File: config.mk
export PLATFORM = sky130hd
export DESIGN_NAME = fifo_axis_reader
export DESIGN_NICKNAME = d
export VERILOG_FILES = /design/src/rtl/fifo_axis_reader.sv
export SDC_FILE = /design/constraint.sdc
export NUM_CORES = 1
export LEC_CHECK = 0
export BUFFER_PORTS_ARGS = -buffer_cell sky130_fd_sc_hd__buf_2
export CORE_ASPECT_RATIO = 1.25
export CORE_MARGIN = 2
export CORE_UTILIZATION = 35
export CTS_CLUSTER_DIAMETER = 60
export DETAILED_ROUTE_END_ITERATION = 10
export GPL_TIMING_DRIVEN = 0
export PLACE_DENSITY = 0.55
export SLEW_MARGIN = 20
export SYNTH_ARGS = -nofsm -noshare
export SYNTH_HDL_FRONTEND = slang
export SYNTH_SLANG_ARGS = --single-unit
File: constraint.sdc
create_clock -name clk -period 2.5 [get_ports clk]
set_input_delay 0.5 -clock clk [delete_from_list [all_inputs] [get_ports clk]]
set_output_delay 0.5 -clock clk [all_outputs]
set_load 0.05 [all_outputs]
File: src/rtl/fifo_axis_reader.sv
// Pops FWFT fifo entries and emits them as AXI-Stream packets of cfg_len beats with TLAST.
// Optional stall counter enabled by defining FIFO_RD_STALL_CNT_EN.
module fifo_axis_reader #(
    parameter int unsigned WIDTH   = 32,
    parameter int unsigned LEN_W   = 10
`ifdef FIFO_RD_STALL_CNT_EN
    ,
    parameter int unsigned STALL_W = 16
`endif
) (
    input  logic               clk,
    input  logic               reset,
    input  logic               start,
    input  logic [LEN_W-1:0]   cfg_len,
    output logic               busy,
    output logic               done,
    input  logic               fifo_empty,
    input  logic [WIDTH-1:0]   fifo_data,
    output logic               fifo_r_ready,
    output logic               m_tvalid,
    input  logic               m_tready,
    output logic [WIDTH-1:0]   m_tdata,
    output logic               m_tlast
`ifdef FIFO_RD_STALL_CNT_EN
    ,
    output logic [STALL_W-1:0] stall_cnt
`endif
);

    typedef enum logic [1:0] {StIdle, StRun, StDone} state_e;

    state_e             state_q, state_d;
    logic [LEN_W-1:0]   len_q, len_d;
    logic [LEN_W-1:0]   issued_q, issued_d;
    logic               valid_q, valid_d;
    logic [WIDTH-1:0]   data_q, data_d;
    logic               last_q, last_d;
    logic               can_load;
    logic               pop;
    logic               start_ok;

    assign start_ok = (state_q == StIdle) && start && (cfg_len != '0);
    assign can_load = !valid_q || m_tready;
    // Gated by reset so the cycle that aborts a packet never consumes a fifo entry.
    assign pop      = (state_q == StRun) && !fifo_empty && can_load
                      && (issued_q < len_q) && !reset;

    always_comb begin
        state_d  = state_q;
        len_d    = len_q;
        issued_d = issued_q;
        valid_d  = valid_q;
        data_d   = data_q;
        last_d   = last_q;

        unique case (state_q)
            StIdle: begin
                if (start_ok) begin
                    len_d    = cfg_len;
                    issued_d = '0;
                    state_d  = StRun;
                end
            end
            StRun: begin
                if (valid_q && m_tready && last_q) begin
                    state_d = StDone;
                end
            end
            StDone: begin
                state_d = StIdle;
            end
            default: begin
                state_d = StIdle;
            end
        endcase

        if (pop) begin
            data_d   = fifo_data;
            valid_d  = 1'b1;
            issued_d = issued_q + LEN_W'(1);
            last_d   = (issued_q == len_q - LEN_W'(1));
        end else if (m_tready) begin
            valid_d = 1'b0;
        end
    end

    always_ff @(posedge clk) begin
        if (reset) begin
            state_q  <= StIdle;
            len_q    <= '0;
            issued_q <= '0;
            valid_q  <= 1'b0;
            data_q   <= '0;
            last_q   <= 1'b0;
        end else begin
            state_q  <= state_d;
            len_q    <= len_d;
            issued_q <= issued_d;
            valid_q  <= valid_d;
            data_q   <= data_d;
            last_q   <= last_d;
        end
    end

`ifdef FIFO_RD_STALL_CNT_EN
    logic [STALL_W-1:0] stall_q, stall_d;

    always_comb begin
        stall_d = stall_q;
        if (start_ok) begin
            stall_d = '0;
        end else if (valid_q && !m_tready && (stall_q != '1)) begin
            stall_d = stall_q + STALL_W'(1);
        end
    end

    always_ff @(posedge clk) begin
        if (reset) begin
            stall_q <= '0;
        end else begin
            stall_q <= stall_d;
        end
    end

    assign stall_cnt = stall_q;
`endif

    assign busy         = (state_q == StRun);
    assign done         = (state_q == StDone);
    assign fifo_r_ready = pop;
    assign m_tvalid     = valid_q;
    assign m_tdata      = data_q;
    assign m_tlast      = last_q;

endmodule

==> summary.txt, run 1 <==
Worst setup path
  • Reg2reg setup slack: 180 ps
  • Most used cell, CP: nand2_2
  • Critical path data required time: 2000 ps
  • Critical path origin: issued_q[7]$_SDFFE_PP0P_
  • Slowest stage delay, CP: 390 ps
  • WS Path Type: flop to output pin
  • Buf/Inv on CP: 2
  • Crit-path max FO: 6
  • Critical path depth: 7
  • Cell family with most CP delay: compound AO/OA/AOI/OAI gates
  • Crit path capture type: output pin
  • Critical-path cell list: ha_4, a211oi_2, nand2_2, o31ai_4, nand2_2, inv_2, buf_8
  • R2r startpoint: issued_q[7]$_SDFFE_PP0P_
  • Reg2Reg Depth: 8
  • Reg2reg end: issued_q[5]$_SDFFE_PP0P_
  • Arrival @ worst endpoint: 1940 ps
  • Slowest library cell on the worst path: dfxtp_4
  • Startpoint Class: flop

Global routing
  • Tot GR Track Use: 17.8%
  • Largest net degree at the start of global routing: 20
  • Global route overflow: 0
  • First-pass GRT wire length: 13300 um
  • Vias in the first global route: 2880
  • Antenna violations before repair: 0

Clocking
  • CTS tree: done
  • Clock sinks: 56
  • Clock buffer depth: 2
  • Worst skew pair latency: 320 ps
  • Clock-pin slew on the worst setup and hold paths: 110 ps
  • CTS Root Cell: clkbuf_8
  • CTS Buf Count: 5
  • H-tree lvl count: 2
  • Hold bufs inserted after CTS: 0

Route
  • Vias per cell: 5.41
  • Total number of vias: 2963
  • Remaining antenna violation count after routing: 0
  • DRT iter0 DRCs: 85
  • DRC errors left: 0
  • Post-Route WL: 8130 um
  • DRT Pass-1 Iters: 5
  • Wire length per cell: 14.8 um

Floorplanning
  • Core ar.: 8100 um^2
  • Rows: 37
  • Die Ht: 106 um
  • Die W: 85.2 um
  • Initial core utilization: 35.6%
  • Io pins: 84
  • Die ar.: 8990 um^2

STA
  • Worst clock skew: 14.3 ps
  • Fin crit period: 2440 ps
  • Fin. max-slew vios: 0
  • Slew HR: 53.3%
  • Final setup vio count: 0
  • Least-Margin Pin Slew: 701 ps
  • Final hold violations: 0
  • Setup TNS: 0 ps
  • Max frequency: 410 MHz
  • Final period utilization: 97.7%

Synthesis
  • Async SR Flop Fraction: 0%
  • Synth Register Bits: 56
  • Synth Instances: 353
  • Synth unique cells: 41
  • Synth Net Count: 412
  • Sequential-to-total area share from yosys stat: 38.8%
  • Syn_area_per_cell: 8.18 um^2
  • Ys Warns: 0
  • Post-synth EDFFs: 0
  • Mapped Area: 2890 um^2
  • Top FF cell, synth: dfxtp_1

Power and ir drop
  • Seq pwr share: 49.1%
  • Clock network fraction of total power: 27.8%
  • Net Sw Frac: 33.1%
  • Power per standard cell area: 521 nW/um^2
  • IR Drop Worst-Case VDD: 0.000325 V
  • Pleak: 1.46 nW
  • Logic pwr share: 23.1%
  • Net Sw Power: 631 uW
  • Cell Int Power: 1.27 mW

Placed design
  • Port Buffers: 83
  • Final Wtd Congestion: 0.801
  • DP Wirelength: 5950 um
  • Post-Place Cells: 533

Final layout
  • Diodes inserted: 0
  • Fillers: 827
  • Layout area overhead: 26.8%
  • Highest-count cells in the layout ignoring fill and taps: 82 x buf_2, 50 x dfxtp_1, 43 x nand3_1, 39 x a21oi_1, 35 x o21ai_0
  • Share of cells above drive strength 1: 28.6%
  • Post-layout nets: 509
  • Non-Filler Instances: 548
  • Core Util, Final: 45.2%
  • Commonest non-fill, non-tap cell in the layout: buf_2

Status
  • Status: complete, no violations

Worst hold path
  • Hold EP: m_tdata[25]$_SDFFE_PP0P_
  • Hold Path Depth: 3
  • Min-Delay Path Class: primary input to flop
  • Hold wc startpoint: fifo_data[25]

Run
  • Max Cap Violations: 0
-- through the flow --
stage | hold slack (ps) | cell area [um^2] | setup slack, ps | total power, mW
after detailed placement | 466 | 3430 | -275 | 1.37
after floorplan | 476 | 2890 | 153 | 1.24
after global placement | 458 | 3430 | -256 | 1.37
final | 414 | 3660 | 58.5 | 1.91
after CTS | 409 | 3560 | 4.61 | 1.92
after global routing | 416 | 3660 | -1.38 | 2.00
-- final cells by class --
type	count	area [um^2]	share of cell area, %
clock buffer	5	68.8	1.88
sequential	56	1140	31.2
buffer	28	119	3.25
clock inverter	3	26.3	0.718
inverter	14	52.6	1.44
timing repair buffer	91	485	13.3
tap	97	121	3.32
multi-input combinational	254	1650	45.0
-- sequential cells by signal (all words and copies together) (netlist names) --
register,flops
m_tdata,32
issued_q,10
len_q,10
state_q,2
m_tlast,1
m_tvalid,1
-- worst min-delay path, cell delays in order --
cell	delay, ps
buf_2	90
nand3_1	50
a21oi_1	50
-- kinds of logic after synthesis --
kind of cell / count (synthesis) / synth area share [%]
AOI/OAI and AO/OA: 104 / 20.9
xor gates and xnor gates: 12 / 3.64
muxes: 12 / 4.16
adders and majority gates: 12 / 5.20
DFF: 56 / 38.8
and+or+nand+nor: 114 / 21.5
buffers and inverters: 43 / 5.85
-- power by group through the flow --
stage | combinational, mW | clock [mW] | sequential (mW)
finish | 0.441 | 0.530 | 0.936
global route | 0.484 | 0.576 | 0.940
CTS | 0.429 | 0.548 | 0.940
detailed placement | 0.415 | 0 | 0.959
global placement | 0.413 | 0 | 0.959
floorplan | 0.241 | 0 | 1.00
-- cells in the mapped netlist, drive strengths merged (7+ instances only) --
master  instances  area share [%]
nand4           8             1.7
a21oi          40             6.9
nor2           18             2.3
nand3          43             7.5
dfxtp          56              39
inv            14             1.8
nand2          11             1.4
xnor2          10             3.0
mux2i          12             4.2
clkbuf         28             3.6
o21ai          35             6.1
nor3            7             1.2
ha             12             5.2
o211ai         12             3.1
-- worst max path at each step --
stage                              end  slack [ps]
after floorplan           fifo_r_ready         150
after detailed placement  fifo_r_ready        -280
after global routing      fifo_r_ready          -1
after CTS                 fifo_r_ready           5
after global placement    fifo_r_ready        -260
final                     fifo_r_ready          60
-- what timing repair did --
| action | 4_1_cts | 5_1_grt |
|---|---|---|
| resized for setup | 15 | 16 |
| endpoints found under the setup margin | 31 | 42 |
| pin swaps | 1 | 5 |
| buffers inserted | 1 | 7 |
-- metal layers --
metal | up-vias | track usage, % | part of all wire, %
li1 | 1477 | - | -
met1 | 1390 | 22.8 | 45
met2 | 85 | 29.9 | 48
met3 | 11 | 3.52 | 5.3
met4 | 0 | 5.78 | 2.1
met5 | - | 0 | 0
No activity file was read; power rests on OpenSTA's default activity.
==> inputs of run 2 (changes only) <==
--- a/config.mk
+++ b/config.mk
@@ -12,5 +12,4 @@
 export CTS_CLUSTER_DIAMETER = 60
 export DETAILED_ROUTE_END_ITERATION = 10
-export GPL_TIMING_DRIVEN = 0
 export PLACE_DENSITY = 0.55
 export SLEW_MARGIN = 20
==> constraint.sdc (replaced) <==
create_clock -name clk -period 2.5 [get_ports clk]
set_input_delay 0.5 -clock clk [delete_from_list [all_inputs] [get_ports clk]]
set_output_delay 0.5 -clock clk [all_outputs]
set_load 0.1 [all_outputs]
==> summary.txt, run 2 (synthesized netlist as in run 1, its figures left out) <==
Power and ir drop
  • IR Drop Worst-Case VDD: 0.000283 V
  • Power per standard cell area: 536 nW/um^2
  • Pleak: 1.48 nW

Route
  • Post-Route WL: 7960 um
  • DRT iter0 DRCs: 176
  • DRT Pass-1 Iters: 4
  • Wire length per cell: 14.9 um
  • Total number of vias: 2897
  • Remaining antenna violation count after routing: 0
  • DRC errors left: 0
  • Vias per cell: 5.44

Global routing
  • Met2 Resource Use GR: 29.4%
  • Met3 capacity usage during global routing: 3.52%
  • First-pass GRT wire length: 12900 um
  • Grt peak-use layer: met2
  • Routing usage on met1: 23.1%
  • Antenna violations before repair: 0
  • Global route overflow: 0
  • Tot GR Track Use: 17.5%
  • Vias in the first global route: 2724
  • Largest net degree at the start of global routing: 57

Run
  • Max Cap Violations: 0

Final layout
  • Commonest non-fill, non-tap cell in the layout: buf_2
  • Share of cells above drive strength 1: 29.6%
  • Core Util, Final: 45.0%
  • Diodes inserted: 0
  • Post-layout nets: 494
  • Layout area overhead: 26.3%
  • Largest register FFs: 32
  • Highest-count cells in the layout ignoring fill and taps: 82 x buf_2, 54 x dfxtp_1, 43 x nand3_1, 38 x a21oi_1, 35 x o21ai_0
  • Non-Filler Instances: 533

Clocking
  • Clock-pin slew on the worst setup and hold paths: 100 ps
  • CTS Root Cell: clkbuf_8
  • H-tree lvl count: 2
  • Clock sinks: 56
  • Worst skew pair latency: 320 ps
  • CTS tree: done
  • CTS Buf Count: 5
  • Clock buffer depth: 2
  • Hold bufs inserted after CTS: 0

Worst setup path
  • Critical path data required time: 2000 ps
  • Startpoint Class: flop
  • Slowest stage delay, CP: 390 ps
  • Slowest library cell on the worst path: dfxtp_1
  • Reg2reg setup slack: 110 ps
  • Reg2Reg Depth: 9
  • Crit path capture type: output pin
  • Critical path origin: len_q[1]$_SDFFE_PP0P_
  • Reg2reg end: issued_q[5]$_SDFFE_PP0P_
  • R2r startpoint: len_q[7]$_SDFFE_PP0P_
  • Arrival @ worst endpoint: 1900 ps
  • Crit path to: fifo_r_ready
  • Critical-path cell list: inv_1, ha_1, nand2b_1, a21oi_2, o31ai_4, nand2_2, clkinvlp_4, buf_12
  • WS Path Type: flop to output pin
  • Crit-path max FO: 4

STA
  • Final setup vio count: 0
  • Slew HR: 57.3%
  • Max frequency: 417 MHz
  • RSZ-0062 raised after global routing: no
  • Hold slack: 418 ps
  • Final hold violations: 0
  • Final period utilization: 96.0%
  • Fin crit period: 2400 ps
  • Worst clock skew: 3.79 ps
  • Fin. max-slew vios: 0
  • Least-Margin Pin Slew: 640 ps
  • Setup TNS: 0 ps

Floorplanning
  • Io pins: 84
  • Die ar.: 8990 um^2
  • Rows: 37
  • Core ar.: 8100 um^2
  • Die W: 85.2 um
  • Initial core utilization: 35.6%
  • Die Ht: 106 um

Worst hold path
  • Hold Path Depth: 3
  • Min-Delay Path Class: primary input to flop

Status
  • Status: complete, no violations

Placed design
  • DP Wirelength: 5360 um
  • Post-Place Cells: 523
  • Final Wtd Congestion: 0.741
  • Port Buffers: 83
[run 2: how the worst min path moves through the flow]
stage | from | slack, ps | to
2_1_floorplan | len_q[8]$_SDFFE_PP0P_ | 480 | len_q[8]$_SDFFE_PP0P_
3_3_place_gp | m_tdata[15]$_SDFFE_PP0P_ | 460 | m_tdata[15]$_SDFFE_PP0P_
3_5_place_dp | m_tdata[6]$_SDFFE_PP0P_ | 470 | m_tdata[6]$_SDFFE_PP0P_
4_1_cts | fifo_data[14] | 410 | m_tdata[14]$_SDFFE_PP0P_
5_1_grt | fifo_data[14] | 410 | m_tdata[14]$_SDFFE_PP0P_
6_report | fifo_data[16] | 420 | m_tdata[16]$_SDFFE_PP0P_
[run 2: critical path: cells and delay by family, from the launching register on]
kind	cells	cell delay (ps)
DFF	1	390
AOI/OAI and AO/OA	2	370
buffers and inverters	3	350
adders and majority gates	1	290
and+or+nand+nor	2	200
[run 2: cell type report]
class	count	area, um^2
clock buffer	5	68.8
clock inverter	3	23.8
inverter	14	56.3
timing repair buffer	104	613
multi-input combinational	254	1640
tap	97	121
fill	834	4460
sequential	56	1120
[run 2: repair_timing]
| action | in CTS | in global routing |
|---|---|---|
| endpoints found under the hold margin | 0 | 0 |
| gates resized for setup | 2 | 5 |
| buffers inserted | 2 | 0 |
| setup endpoints to repair | 1 | 5 |
| pin swaps | 2 | 2 |
[run 2: through the flow]
step	power (mW)	area [um^2]	worst slack [ps]
2_1_floorplan	1.30	2900	78.8
3_3_place_gp	1.45	3520	280
3_5_place_dp	1.45	3520	248
4_1_cts	1.97	3630	20.0
5_1_grt	2.05	3640	5.20
6_report	1.95	3640	99.6
[run 2: routing by layer]
| layer | routed length [um] | up-vias | part of all wire, % |
|---|---|---|---|
| li1 | - | 1451 | - |
| met1 | 3670 | 1370 | 46 |
| met2 | 3810 | 70 | 48 |
| met3 | 417 | 6 | 5.2 |
| met4 | 58 | 0 | 0.73 |
| met5 | 0 | - | 0 |
[run 2: power by group]
group	switching [mW]	total, mW	internal [mW]
combinational	0.342	0.502	0.160
clock	0.318	0.518	0.199
sequential	0.0149	0.933	0.918
total	0.676	1.95	1.28
